File: src/rtl/dmem_arbiter_if.sv
// dmem_arbiter_if
// Bundles everything that crosses the arbiter boundary apart from clock
// and reset: the two requester handshakes and the data-memory bus.
//   req0/req1, we0/we1, addr0/addr1, wdata0/wdata1 : requester -> arbiter
//   ack0/ack1, rdata0/rdata1, err0/err1             : arbiter -> requester
//   busy                                            : arbiter status
//   mem_rd, mem_wr, mem_addr, mem_wdata             : arbiter -> memory
//   mem_rdata                                       : memory -> arbiter
// The slave modport is the arbiter's view. The master modport is the view
// of whatever surrounds it: the requesters and the memory.
interface dmem_arbiter_if;
    logic        req0;
    logic        req1;
    logic        we0;
    logic        we1;
    logic [31:0] addr0;
    logic [31:0] addr1;
    logic [31:0] wdata0;
    logic [31:0] wdata1;
    logic        ack0;
    logic        ack1;
    logic [31:0] rdata0;
    logic [31:0] rdata1;
    logic        err0;
    logic        err1;
    logic        busy;
    logic        mem_rd;
    logic        mem_wr;
    logic [31:0] mem_addr;
    logic [31:0] mem_wdata;
    logic [31:0] mem_rdata;

    modport slave (
        input  req0, req1, we0, we1, addr0, addr1, wdata0, wdata1, mem_rdata,
        output ack0, ack1, rdata0, rdata1, err0, err1, busy,
               mem_rd, mem_wr, mem_addr, mem_wdata
    );

    modport master (
        output req0, req1, we0, we1, addr0, addr1, wdata0, wdata1, mem_rdata,
        input  ack0, ack1, rdata0, rdata1, err0, err1, busy,
               mem_rd, mem_wr, mem_addr, mem_wdata
    );
endinterface

File: src/rtl/dmem_arbiter.sv
// dmem_arbiter
// Shares one byte-addressed, big-endian, word-wide data memory between
// requester 0 (CPU load/store) and requester 1 (debug/DMA loader).
// Requesters are granted in round-robin order. Every access runs as a
// fixed IDLE -> ACCESS -> RESP transaction. Misaligned and out-of-range
// addresses are rejected before they reach the memory.
// Ports:
//   CLK  : system clock, rising edge
//   rst  : asynchronous active-high reset
//   bus  : dmem_arbiter_if.slave (requester handshakes and memory bus)
// Parameter:
//   MEM_BYTES : memory size in bytes; a word at addr is legal if addr+3 < MEM_BYTES
module dmem_arbiter #(
    parameter int unsigned MEM_BYTES = 32
) (
    input  logic           CLK,
    input  logic           rst,
    dmem_arbiter_if.slave  bus
);

    typedef enum logic [1:0] {
        IDLE   = 2'd0,
        ACCESS = 2'd1,
        RESP   = 2'd2
    } state_t;

    // Highest legal word address. The compare is unsigned, so a wrapping
    // address like 0xFFFFFFFC is treated as out of range.
    localparam logic [31:0] LAST_WORD = 32'(MEM_BYTES - 4);

    state_t      state;
    state_t      state_next;

    logic        last_grant;
    logic        grant;
    logic        lat_we;
    logic        lat_bad;
    logic [31:0] lat_addr;
    logic [31:0] lat_wdata;
    logic [31:0] resp_data;

    logic        win;
    logic        win_we;
    logic        win_bad;
    logic [31:0] win_addr;
    logic [31:0] win_wdata;

    // Round-robin pick. On a tie the port that did not win last time gets
    // the grant. The winner's address is checked here, so the transaction
    // carries a ready-made error flag through ACCESS and RESP.
    always_comb begin
        win       = (bus.req0 && bus.req1) ? ~last_grant : bus.req1;
        win_we    = win ? bus.we1    : bus.we0;
        win_addr  = win ? bus.addr1  : bus.addr0;
        win_wdata = win ? bus.wdata1 : bus.wdata0;
        win_bad   = (win_addr[1:0] != 2'b00) || (win_addr > LAST_WORD);
    end

    // State register. Reset clears it asynchronously, so the decoded
    // memory strobes fall as soon as reset rises. A write that has not
    // reached its clock edge is aborted and never acknowledged.
    always_ff @(posedge CLK or posedge rst) begin
        if (rst) begin
            state <= IDLE;
        end else begin
            state <= state_next;
        end
    end

    // Next-state and output decode. Outputs depend only on the state and
    // the latched transaction, never on live request inputs. This keeps
    // the memory bus and the acks free of paths from req/addr. A rejected
    // access drives no strobe and leaves mem_addr/mem_wdata at zero, so a
    // bad write can never touch the memory.
    always_comb begin
        state_next    = state;
        bus.busy      = 1'b0;
        bus.mem_rd    = 1'b0;
        bus.mem_wr    = 1'b0;
        bus.mem_addr  = 32'h0;
        bus.mem_wdata = 32'h0;
        bus.ack0      = 1'b0;
        bus.ack1      = 1'b0;
        bus.err0      = 1'b0;
        bus.err1      = 1'b0;
        bus.rdata0    = 32'h0;
        bus.rdata1    = 32'h0;

        case (state)
            IDLE: begin
                if (bus.req0 || bus.req1) begin
                    state_next = ACCESS;
                end
            end
            ACCESS: begin
                bus.busy = 1'b1;
                if (!lat_bad) begin
                    bus.mem_addr = lat_addr;
                    if (lat_we) begin
                        bus.mem_wr    = 1'b1;
                        bus.mem_wdata = lat_wdata;
                    end else begin
                        bus.mem_rd = 1'b1;
                    end
                end
                state_next = RESP;
            end
            RESP: begin
                bus.busy = 1'b1;
                if (grant) begin
                    bus.ack1   = 1'b1;
                    bus.err1   = lat_bad;
                    bus.rdata1 = resp_data;
                end else begin
                    bus.ack0   = 1'b1;
                    bus.err0   = lat_bad;
                    bus.rdata0 = resp_data;
                end
                state_next = IDLE;
            end
            default: begin
                state_next = IDLE;
            end
        endcase
    end

    // Transaction latch and response register. The winner's request is
    // captured when leaving IDLE. The memory's combinational read data is
    // registered at the edge that ends ACCESS. last_grant resets to port 1
    // so that port 0 wins the first tie after reset.
    always_ff @(posedge CLK or posedge rst) begin
        if (rst) begin
            last_grant <= 1'b1;
            grant      <= 1'b0;
            lat_we     <= 1'b0;
            lat_bad    <= 1'b0;
            lat_addr   <= 32'h0;
            lat_wdata  <= 32'h0;
            resp_data  <= 32'h0;
        end else begin
            if (state == IDLE && (bus.req0 || bus.req1)) begin
                grant      <= win;
                last_grant <= win;
                lat_we     <= win_we;
                lat_bad    <= win_bad;
                lat_addr   <= win_addr;
                lat_wdata  <= win_wdata;
            end
            if (state == ACCESS) begin
                resp_data <= (lat_bad || lat_we) ? 32'h0 : bus.mem_rdata;
            end
        end
    end

endmodule

File: src/flat_wrapper.sv
// flat-port wrapper written by rule: the top's interface ports become plain ports
module dmem_arbiter_flat 
#(
    parameter int unsigned MEM_BYTES = 32
)
  (CLK, rst, bus_req0, bus_req1, bus_we0, bus_we1, bus_addr0, bus_addr1, bus_wdata0, bus_wdata1, bus_mem_rdata, bus_ack0, bus_ack1, bus_rdata0, bus_rdata1, bus_err0, bus_err1, bus_busy, bus_mem_rd, bus_mem_wr, bus_mem_addr, bus_mem_wdata);
  dmem_arbiter_if bus_i ();
  input  logic CLK;
  input  logic rst;
  input wire logic [$bits(bus_i.req0)-1:0] bus_req0;
  input wire logic [$bits(bus_i.req1)-1:0] bus_req1;
  input wire logic [$bits(bus_i.we0)-1:0] bus_we0;
  input wire logic [$bits(bus_i.we1)-1:0] bus_we1;
  input wire logic [$bits(bus_i.addr0)-1:0] bus_addr0;
  input wire logic [$bits(bus_i.addr1)-1:0] bus_addr1;
  input wire logic [$bits(bus_i.wdata0)-1:0] bus_wdata0;
  input wire logic [$bits(bus_i.wdata1)-1:0] bus_wdata1;
  input wire logic [$bits(bus_i.mem_rdata)-1:0] bus_mem_rdata;
  output wire logic [$bits(bus_i.ack0)-1:0] bus_ack0;
  output wire logic [$bits(bus_i.ack1)-1:0] bus_ack1;
  output wire logic [$bits(bus_i.rdata0)-1:0] bus_rdata0;
  output wire logic [$bits(bus_i.rdata1)-1:0] bus_rdata1;
  output wire logic [$bits(bus_i.err0)-1:0] bus_err0;
  output wire logic [$bits(bus_i.err1)-1:0] bus_err1;
  output wire logic [$bits(bus_i.busy)-1:0] bus_busy;
  output wire logic [$bits(bus_i.mem_rd)-1:0] bus_mem_rd;
  output wire logic [$bits(bus_i.mem_wr)-1:0] bus_mem_wr;
  output wire logic [$bits(bus_i.mem_addr)-1:0] bus_mem_addr;
  output wire logic [$bits(bus_i.mem_wdata)-1:0] bus_mem_wdata;
  assign bus_i.req0 = bus_req0;
  assign bus_i.req1 = bus_req1;
  assign bus_i.we0 = bus_we0;
  assign bus_i.we1 = bus_we1;
  assign bus_i.addr0 = bus_addr0;
  assign bus_i.addr1 = bus_addr1;
  assign bus_i.wdata0 = bus_wdata0;
  assign bus_i.wdata1 = bus_wdata1;
  assign bus_i.mem_rdata = bus_mem_rdata;
  assign bus_ack0 = bus_i.ack0;
  assign bus_ack1 = bus_i.ack1;
  assign bus_rdata0 = bus_i.rdata0;
  assign bus_rdata1 = bus_i.rdata1;
  assign bus_err0 = bus_i.err0;
  assign bus_err1 = bus_i.err1;
  assign bus_busy = bus_i.busy;
  assign bus_mem_rd = bus_i.mem_rd;
  assign bus_mem_wr = bus_i.mem_wr;
  assign bus_mem_addr = bus_i.mem_addr;
  assign bus_mem_wdata = bus_i.mem_wdata;
  dmem_arbiter #(.MEM_BYTES(MEM_BYTES)) u_core (.CLK(CLK), .rst(rst), .bus(bus_i));
endmodule
File: config.mk
export PLATFORM = sky130hd
export DESIGN_NAME = dmem_arbiter_flat
export DESIGN_NICKNAME = d
export VERILOG_FILES = /design/src/rtl/dmem_arbiter_if.sv /design/src/rtl/dmem_arbiter.sv /design/src/flat_wrapper.sv
export SDC_FILE = /design/constraint.sdc
export NUM_CORES = 1
export LEC_CHECK = 0
export BUFFER_PORTS_ARGS = -buffer_cell sky130_fd_sc_hd__buf_4
export CAP_MARGIN = 40
export CORE_UTILIZATION = 35
export DETAILED_ROUTE_END_ITERATION = 7
export GPL_TIMING_DRIVEN = 0
export PLACE_DENSITY_LB_ADDON = 0.1
export SYNTH_ARGS = -nofsm -noshare
export SYNTH_HDL_FRONTEND = slang
export SYNTH_SLANG_ARGS = --single-unit
File: constraint.sdc
create_clock -name CLK -period 3.35 [get_ports CLK]
set_input_delay 0.8375 -clock CLK [delete_from_list [all_inputs] [get_ports CLK]]
set_output_delay 0.8375 -clock CLK [all_outputs]
set_load 0.01 [all_outputs]
; ---- Yosys cells after proc, flatten, opt, wreduce, memory -nomap -nowiden
; Index checks and enable logic that the tools add are counted.
[totals]
reg_bits = 102
inputBits = 166
output_inout_bits = 135
[op_classes]
order_cmp = 1
n_eq_ne = 3
muxes = 31
bitwise_logic = 1
reduce_logical = 8
[ops]
columns = cell, n
row1 = $mux 32, 12
row2 = $gt 32x5->1 const B, 1
row3 = $mux 1, 17
row4 = $pmux 2 s2, 1
row5 = $logic_or 1x1->1, 3
row6 = $eq 2x1->1 const B, 1
row7 = $eq 2x2->1 const B, 1
row8 = $logic_and 1x1->1, 2
row9 = $logic_not 2->1, 1
row10 = $mux 2, 1
row11 = $ne 2x1->1 const B, 1
row12 = $reduce_bool 2->1, 1
row13 = $reduce_or 2->1, 1
row14 = $not 1->1, 1

; ---- Logic depth before layout (Yosys ltp)
[logic_depth]
word_depth = 5
depth_mapped = 8
mapped_depth_nobuf = 6

; ---- Least setup slack after synthesis
; No wires, ideal clock.
[synth_path]
path_type = register -> output
from = register u_core.state[1]
to = output bus_mem_wdata[14]
arrival_time_ps = 1521
slack_ps = 991
stages_incl_launch_ff = 7
path_cell_list = dfrtp_1 -> inv_1 -> ha_1 -> nor2b_1 -> clkbuf_1 -> clkbuf_1 -> and3_1
[synth_via]
elab_chain_cells = 2
[synth_rtl]
columns = element, line_no
row1 = start: declaration, dmem_arbiter.sv:31  ; state_t state;
row2 = start signal: assignment, dmem_arbiter.sv:66  ; state <= state_next;
row3 = $eq 2x1->1, dmem_arbiter.sv:89  ; case (state)
row4 = $mux 32, dmem_arbiter.sv:89
row5 = end: declaration, flat_wrapper.sv:29  ; output wire logic [$bits(bus_i.mem_wdata)-1:0] bus_mem_wdata;
; Every way passes these cells.

; ---- Worst setup path after layout
[layout_path]
from = register u_core.state[1]
to = output bus_mem_addr[22]
[layout_via]
elab_chain_cells = 2
[layout_rtl]
columns = element, line_no
row1 = $eq 2x1->1, dmem_arbiter.sv:89
row2 = $mux 32, dmem_arbiter.sv:89
row3 = end: declaration, flat_wrapper.sv:28  ; output wire logic [$bits(bus_i.mem_addr)-1:0] bus_mem_addr;
; Every way passes these cells.

==> report_table.html <==
<table>
<tr><th>Metric</th><th>Value</th></tr>
<tr><th colspan="2">Status</th></tr>
<tr><td>Result of the run</td><td>finished clean</td></tr>
<tr><th colspan="2">Yosys</th></tr>
<tr><td>Fraction of the mapped netlist area in adder cells</td><td>0.006837</td></tr>
<tr><td>Syn_nets</td><td>785</td></tr>
<tr><td>Post-synthesis sequential area ratio</td><td>0.4651</td></tr>
<tr><td>Top cell type by total area after synthesis</td><td>dfrtp_1</td></tr>
<tr><td>Share of synthesized area spent on multiplexers</td><td>0.1185</td></tr>
<tr><td>Main combinational cell family by area after synthesis</td><td>simple AND/OR/NAND/NOR gates</td></tr>
<tr><td>Async set-or-reset flop fraction in the synthesized netlist</td><td>1.000</td></tr>
<tr><td>Avg Cell Area, Syn</td><td>8.913 sq um</td></tr>
<tr><td>Post-synthesis simple-gate area fraction</td><td>0.2454</td></tr>
<tr><td>Post-synthesis cell area</td><td>5490 sq um</td></tr>
<tr><td>Number of synthesized register bits</td><td>102</td></tr>
<tr><td>Mapped Cells</td><td>616</td></tr>
<tr><td>Most instantiated flip-flop cell in the synthesis netlist</td><td>dfrtp_1</td></tr>
<tr><td>Dominant cells by area after synthesis</td><td>dfrtp_1 46%, mux2i_1 12%, and2_1 7.6%</td></tr>
<tr><td>Proportion of netlist area held by the largest area contributor</td><td>0.4603</td></tr>
<tr><td>Area share of xor/xnor cells in the synthesized design</td><td>0</td></tr>
<tr><td>Number of synthesized flops with an enable pin</td><td>0</td></tr>
<tr><td>Number of warnings reported in the yosys synthesis log</td><td>0</td></tr>
<tr><td>Number of distinct library cells after synthesis</td><td>29</td></tr>
<tr><td>Area fraction in compound gates after synthesis</td><td>0.1014</td></tr>
<tr><th colspan="2">Setup path</th></tr>
<tr><td>Required @ worst endpoint</td><td>2510 ps</td></tr>
<tr><td>Endpoint kind of the worst setup timing path</td><td>output pin</td></tr>
<tr><td>Critical path arrival</td><td>2350 ps</td></tr>
<tr><td>Worst-case reg-to-reg path depth</td><td>7</td></tr>
<tr><td>Critical path type</td><td>flop to output pin</td></tr>
<tr><td>Reg2Reg Setup Slack</td><td>1210 ps</td></tr>
<tr><td>Startpoint type of the worst setup path</td><td>flop</td></tr>
<tr><td>Worst-path fanout max</td><td>10</td></tr>
<tr><th colspan="2">Timing</th></tr>
<tr><td>RSZ-0062 raised after global routing</td><td>true</td></tr>
<tr><td>Final-report hold violation count</td><td>0</td></tr>
<tr><td>Final setup viols</td><td>0</td></tr>
<tr><td>Transition time at the pin with the least slew margin</td><td>572.0 ps</td></tr>
<tr><td>Final setup skew</td><td>5.025 ps</td></tr>
<tr><td>Final critical path time including I/O delays and setup</td><td>3185 ps</td></tr>
<tr><td>Maximum achievable frequency</td><td>313.9 MHz</td></tr>
<tr><td>Fraction of the cycle the final worst path needs</td><td>0.9509</td></tr>
<tr><td>Worst-case headroom to the max-slew limit</td><td>0.6161</td></tr>
<tr><td>Slew Limit Fails</td><td>0</td></tr>
<tr><th colspan="2">Job</th></tr>
<tr><td>Total of max-cap violations</td><td>0</td></tr>
<tr><th colspan="2">Clocking</th></tr>
<tr><td>Buffer depth of the longest clock path</td><td>2</td></tr>
<tr><td>Post-CTS Repair Setup Buffers</td><td>0</td></tr>
<tr><td>Clock slew at reported path FFs</td><td>70 ps</td></tr>
<tr><td>Deepest level of the CTS H-tree</td><td>3</td></tr>
<tr><td>Root buffer cell</td><td>clkbuf_16</td></tr>
<tr><td>CTS buffer count</td><td>9</td></tr>
<tr><td>CTS tree</td><td>yes</td></tr>
<tr><td>Latest clock arrival within the worst-skew pair</td><td>350 ps</td></tr>
<tr><td>TritonCTS Sinks</td><td>102</td></tr>
<tr><th colspan="2">Layout</th></tr>
<tr><td>Nets</td><td>1099</td></tr>
<tr><td># fillers</td><td>1549</td></tr>
<tr><td>Post-Layout Cell Count</td><td>1146</td></tr>
<tr><td>Signed area change from the synthesized netlist to the final layout</td><td>52.46%</td></tr>
<tr><td>Most common cell after layout, fill and taps aside</td><td>buf_4</td></tr>
<tr><td>Top library cells by usage in the layout, fill and taps aside</td><td>302 x buf_4, 101 x dfrtp_1, 99 x nand2_1</td></tr>
<tr><td>Number of antenna repair diodes</td><td>0</td></tr>
<tr><td>Cell area after layout</td><td>8371 sq um</td></tr>
<tr><td>Utilization after layout</td><td>0.5486</td></tr>
<tr><td>Fraction of final layout cells with drive strength greater than 1</td><td>0.3594</td></tr>
<tr><th colspan="2">Global route</th></tr>
<tr><td>Fraction of met2 tracks used by global routing</td><td>0.3911</td></tr>
<tr><td>Wire length of the first global-routing pass</td><td>27720 um</td></tr>
<tr><td>Total track usage</td><td>0.2230</td></tr>
<tr><td>Number of antenna violations at the first check in global routing</td><td>0</td></tr>
<tr><td>Met3 Resource Use GR</td><td>0.04732</td></tr>
<tr><td>Via count of the first global-routing pass</td><td>5231</td></tr>
<tr><td>Most crowded layer after global routing</td><td>met2</td></tr>
<tr><td>Pin count of the biggest net entering global routing</td><td>33</td></tr>
<tr><td>Overflow left after global routing</td><td>0</td></tr>
<tr><td>Met1 Resource Use GR</td><td>0.2730</td></tr>
<tr><th colspan="2">Worst hold path</th></tr>
<tr><td>Cell depth of the worst min-delay path</td><td>2</td></tr>
<tr><td>Tightest Hold Check Type</td><td>flop to flop</td></tr>
<tr><th colspan="2">Detailed routing</th></tr>
<tr><td>DRT antenna net count</td><td>0</td></tr>
<tr><td>Routed vias/inst</td><td>4.666</td></tr>
<tr><td>DR DRC count</td><td>0</td></tr>
<tr><td>1st-pass router iterations</td><td>4</td></tr>
<tr><td>Via count</td><td>5347</td></tr>
<tr><td>First-iteration detailed-routing DRC count</td><td>242</td></tr>
<tr><td>Routed wire length per instance</td><td>15.59 um</td></tr>
<tr><td>Total wire length after detailed routing</td><td>17870 um</td></tr>
<tr><th colspan="2">Floorplanning</th></tr>
<tr><td>Initial cell density of the core</td><td>0.3598</td></tr>
<tr><td>I/O pin cnt</td><td>301</td></tr>
<tr><td>Floorplan die area</td><td>16190 sq um</td></tr>
<tr><td>DIE HEIGHT</td><td>127.2 um</td></tr>
<tr><td>Row cnt</td><td>45</td></tr>
<tr><td>Horiz. Die Dim</td><td>127.2 um</td></tr>
<tr><td>Core region area</td><td>15260 sq um</td></tr>
<tr><th colspan="2">Pwr</th></tr>
<tr><td>Leakage dissipation</td><td>0.004406 uW</td></tr>
<tr><td>Overall power of the completed layout</td><td>4352 uW</td></tr>
<tr><td>Power per Cell Area</td><td>520.0 nW/um^2</td></tr>
<tr><td>Max IR drop VDD</td><td>0.0002337 V</td></tr>
<tr><th colspan="2">Place</th></tr>
<tr><td>Port buffer count</td><td>300</td></tr>
<tr><td>GP Congestion</td><td>0.8199</td></tr>
<tr><td>Hpwl dp</td><td>14320 um</td></tr>
<tr><td>Post-placement cell area</td><td>8078 sq um</td></tr>
<tr><td>DP Cell Count</td><td>1130</td></tr>
</table>
report_power, final:
| group | total (uW) | internal (uW) | switching [uW] |
|---|---|---|---|
| sequential | 1850 | 1650 | 202 |
| combinational | 1450 | 560 | 887 |
| clock | 1060 | 603 | 454 |
| total | 4350 | 2810 | 1540 |
cells in the mapped netlist (2+ instances only):
master,n
a21oi_1,2
and2_1,67
and3_1,65
buf_1,3
buf_2,11
buf_4,2
clkbuf_1,31
dfrtp_1,101
ha_1,3
inv_1,36
mux2i_1,65
nand2_1,99
nand4_1,3
nor2_1,2
nor2b_1,3
nor4_1,11
o21ai_0,80
o21ai_1,19
or4_1,3
final timing paths:
| kind | from | to |
|---|---|---|
| setup / recovery | u_core.state[1] | bus_mem_addr[22] |
| hold / removal | u_core.lat_wdata[17] | u_core.lat_wdata[17] |
| setup reg to reg | u_core.state[0] | u_core.lat_addr[12] |
| hold reg to reg | u_core.lat_wdata[17] | u_core.lat_wdata[17] |
| max in group asynchronous | rst | u_core.lat_addr[26] |
| min in group asynchronous | rst | u_core.lat_addr[8] |
cells by family (layout without fill, tap and decap cells):
family,Yosys count,after routing
and+or+nand+nor,255,255
AOI/OAI and AO/OA,107,107
buffers and inverters,84,403
DFF,102,102
adders and majority gates,3,3
muxes,65,65
timing repair:
item | 4_1_cts | 5_1_grt
hold buffers | 0 | 0
gates cloned | 0 | 0
setup endpoints to repair | 44 | 50
gates resized for setup | 1 | 8
through the flow:
stage | hold slack (ps) | setup TNS (ps) | worst slack, ps
floorplan | 441.8 | 0 | 991.5
global placement | 453.0 | 0 | 300.3
detailed placement | 462.4 | 0 | 341.7
CTS | 477.6 | 0 | 86.07
global route | 494.6 | -466.9 | -44.83
finish | 473.7 | 0 | 164.5
cell type report:
type / count / area [sq um] / area share
buffer: 48 / 214.0 / 0.02556
tap: 211 / 264.0 / 0.03154
sequential: 102 / 2554 / 0.3051
multi-input combinational: 430 / 2592 / 0.3097
timing repair buffer: 303 / 2320 / 0.2771
inverter: 36 / 138.9 / 0.01659
clock buffer: 15 / 257.7 / 0.03079
clock inverter: 1 / 30.03 / 0.003587
state kept, by name (all words and copies together), names as in the netlist:
signal             count
u_core.lat_addr       32
u_core.lat_we          1
u_core.resp_data      32
u_core.grant           1
u_core.state           2
u_core.lat_bad         1
u_core.lat_wdata      32
u_core.last_grant      1
routing by layer:
metal / up-vias / wire length (um)
li1: 2703 / -
met1: 2430 / 7592
met2: 196 / 8814
met3: 18 / 1172
met4: 0 / 286
met5: - / 0
critical path, cell delays in order, from the launching register on:
cell and delay, ps:
dfrtp_1 380, inv_1 90, ha_1 300, nor2b_1 290, clkbuf_2 270, buf_1 340, and2_1 210, buf_4 130
No activity file was read; power rests on OpenSTA's default activity.
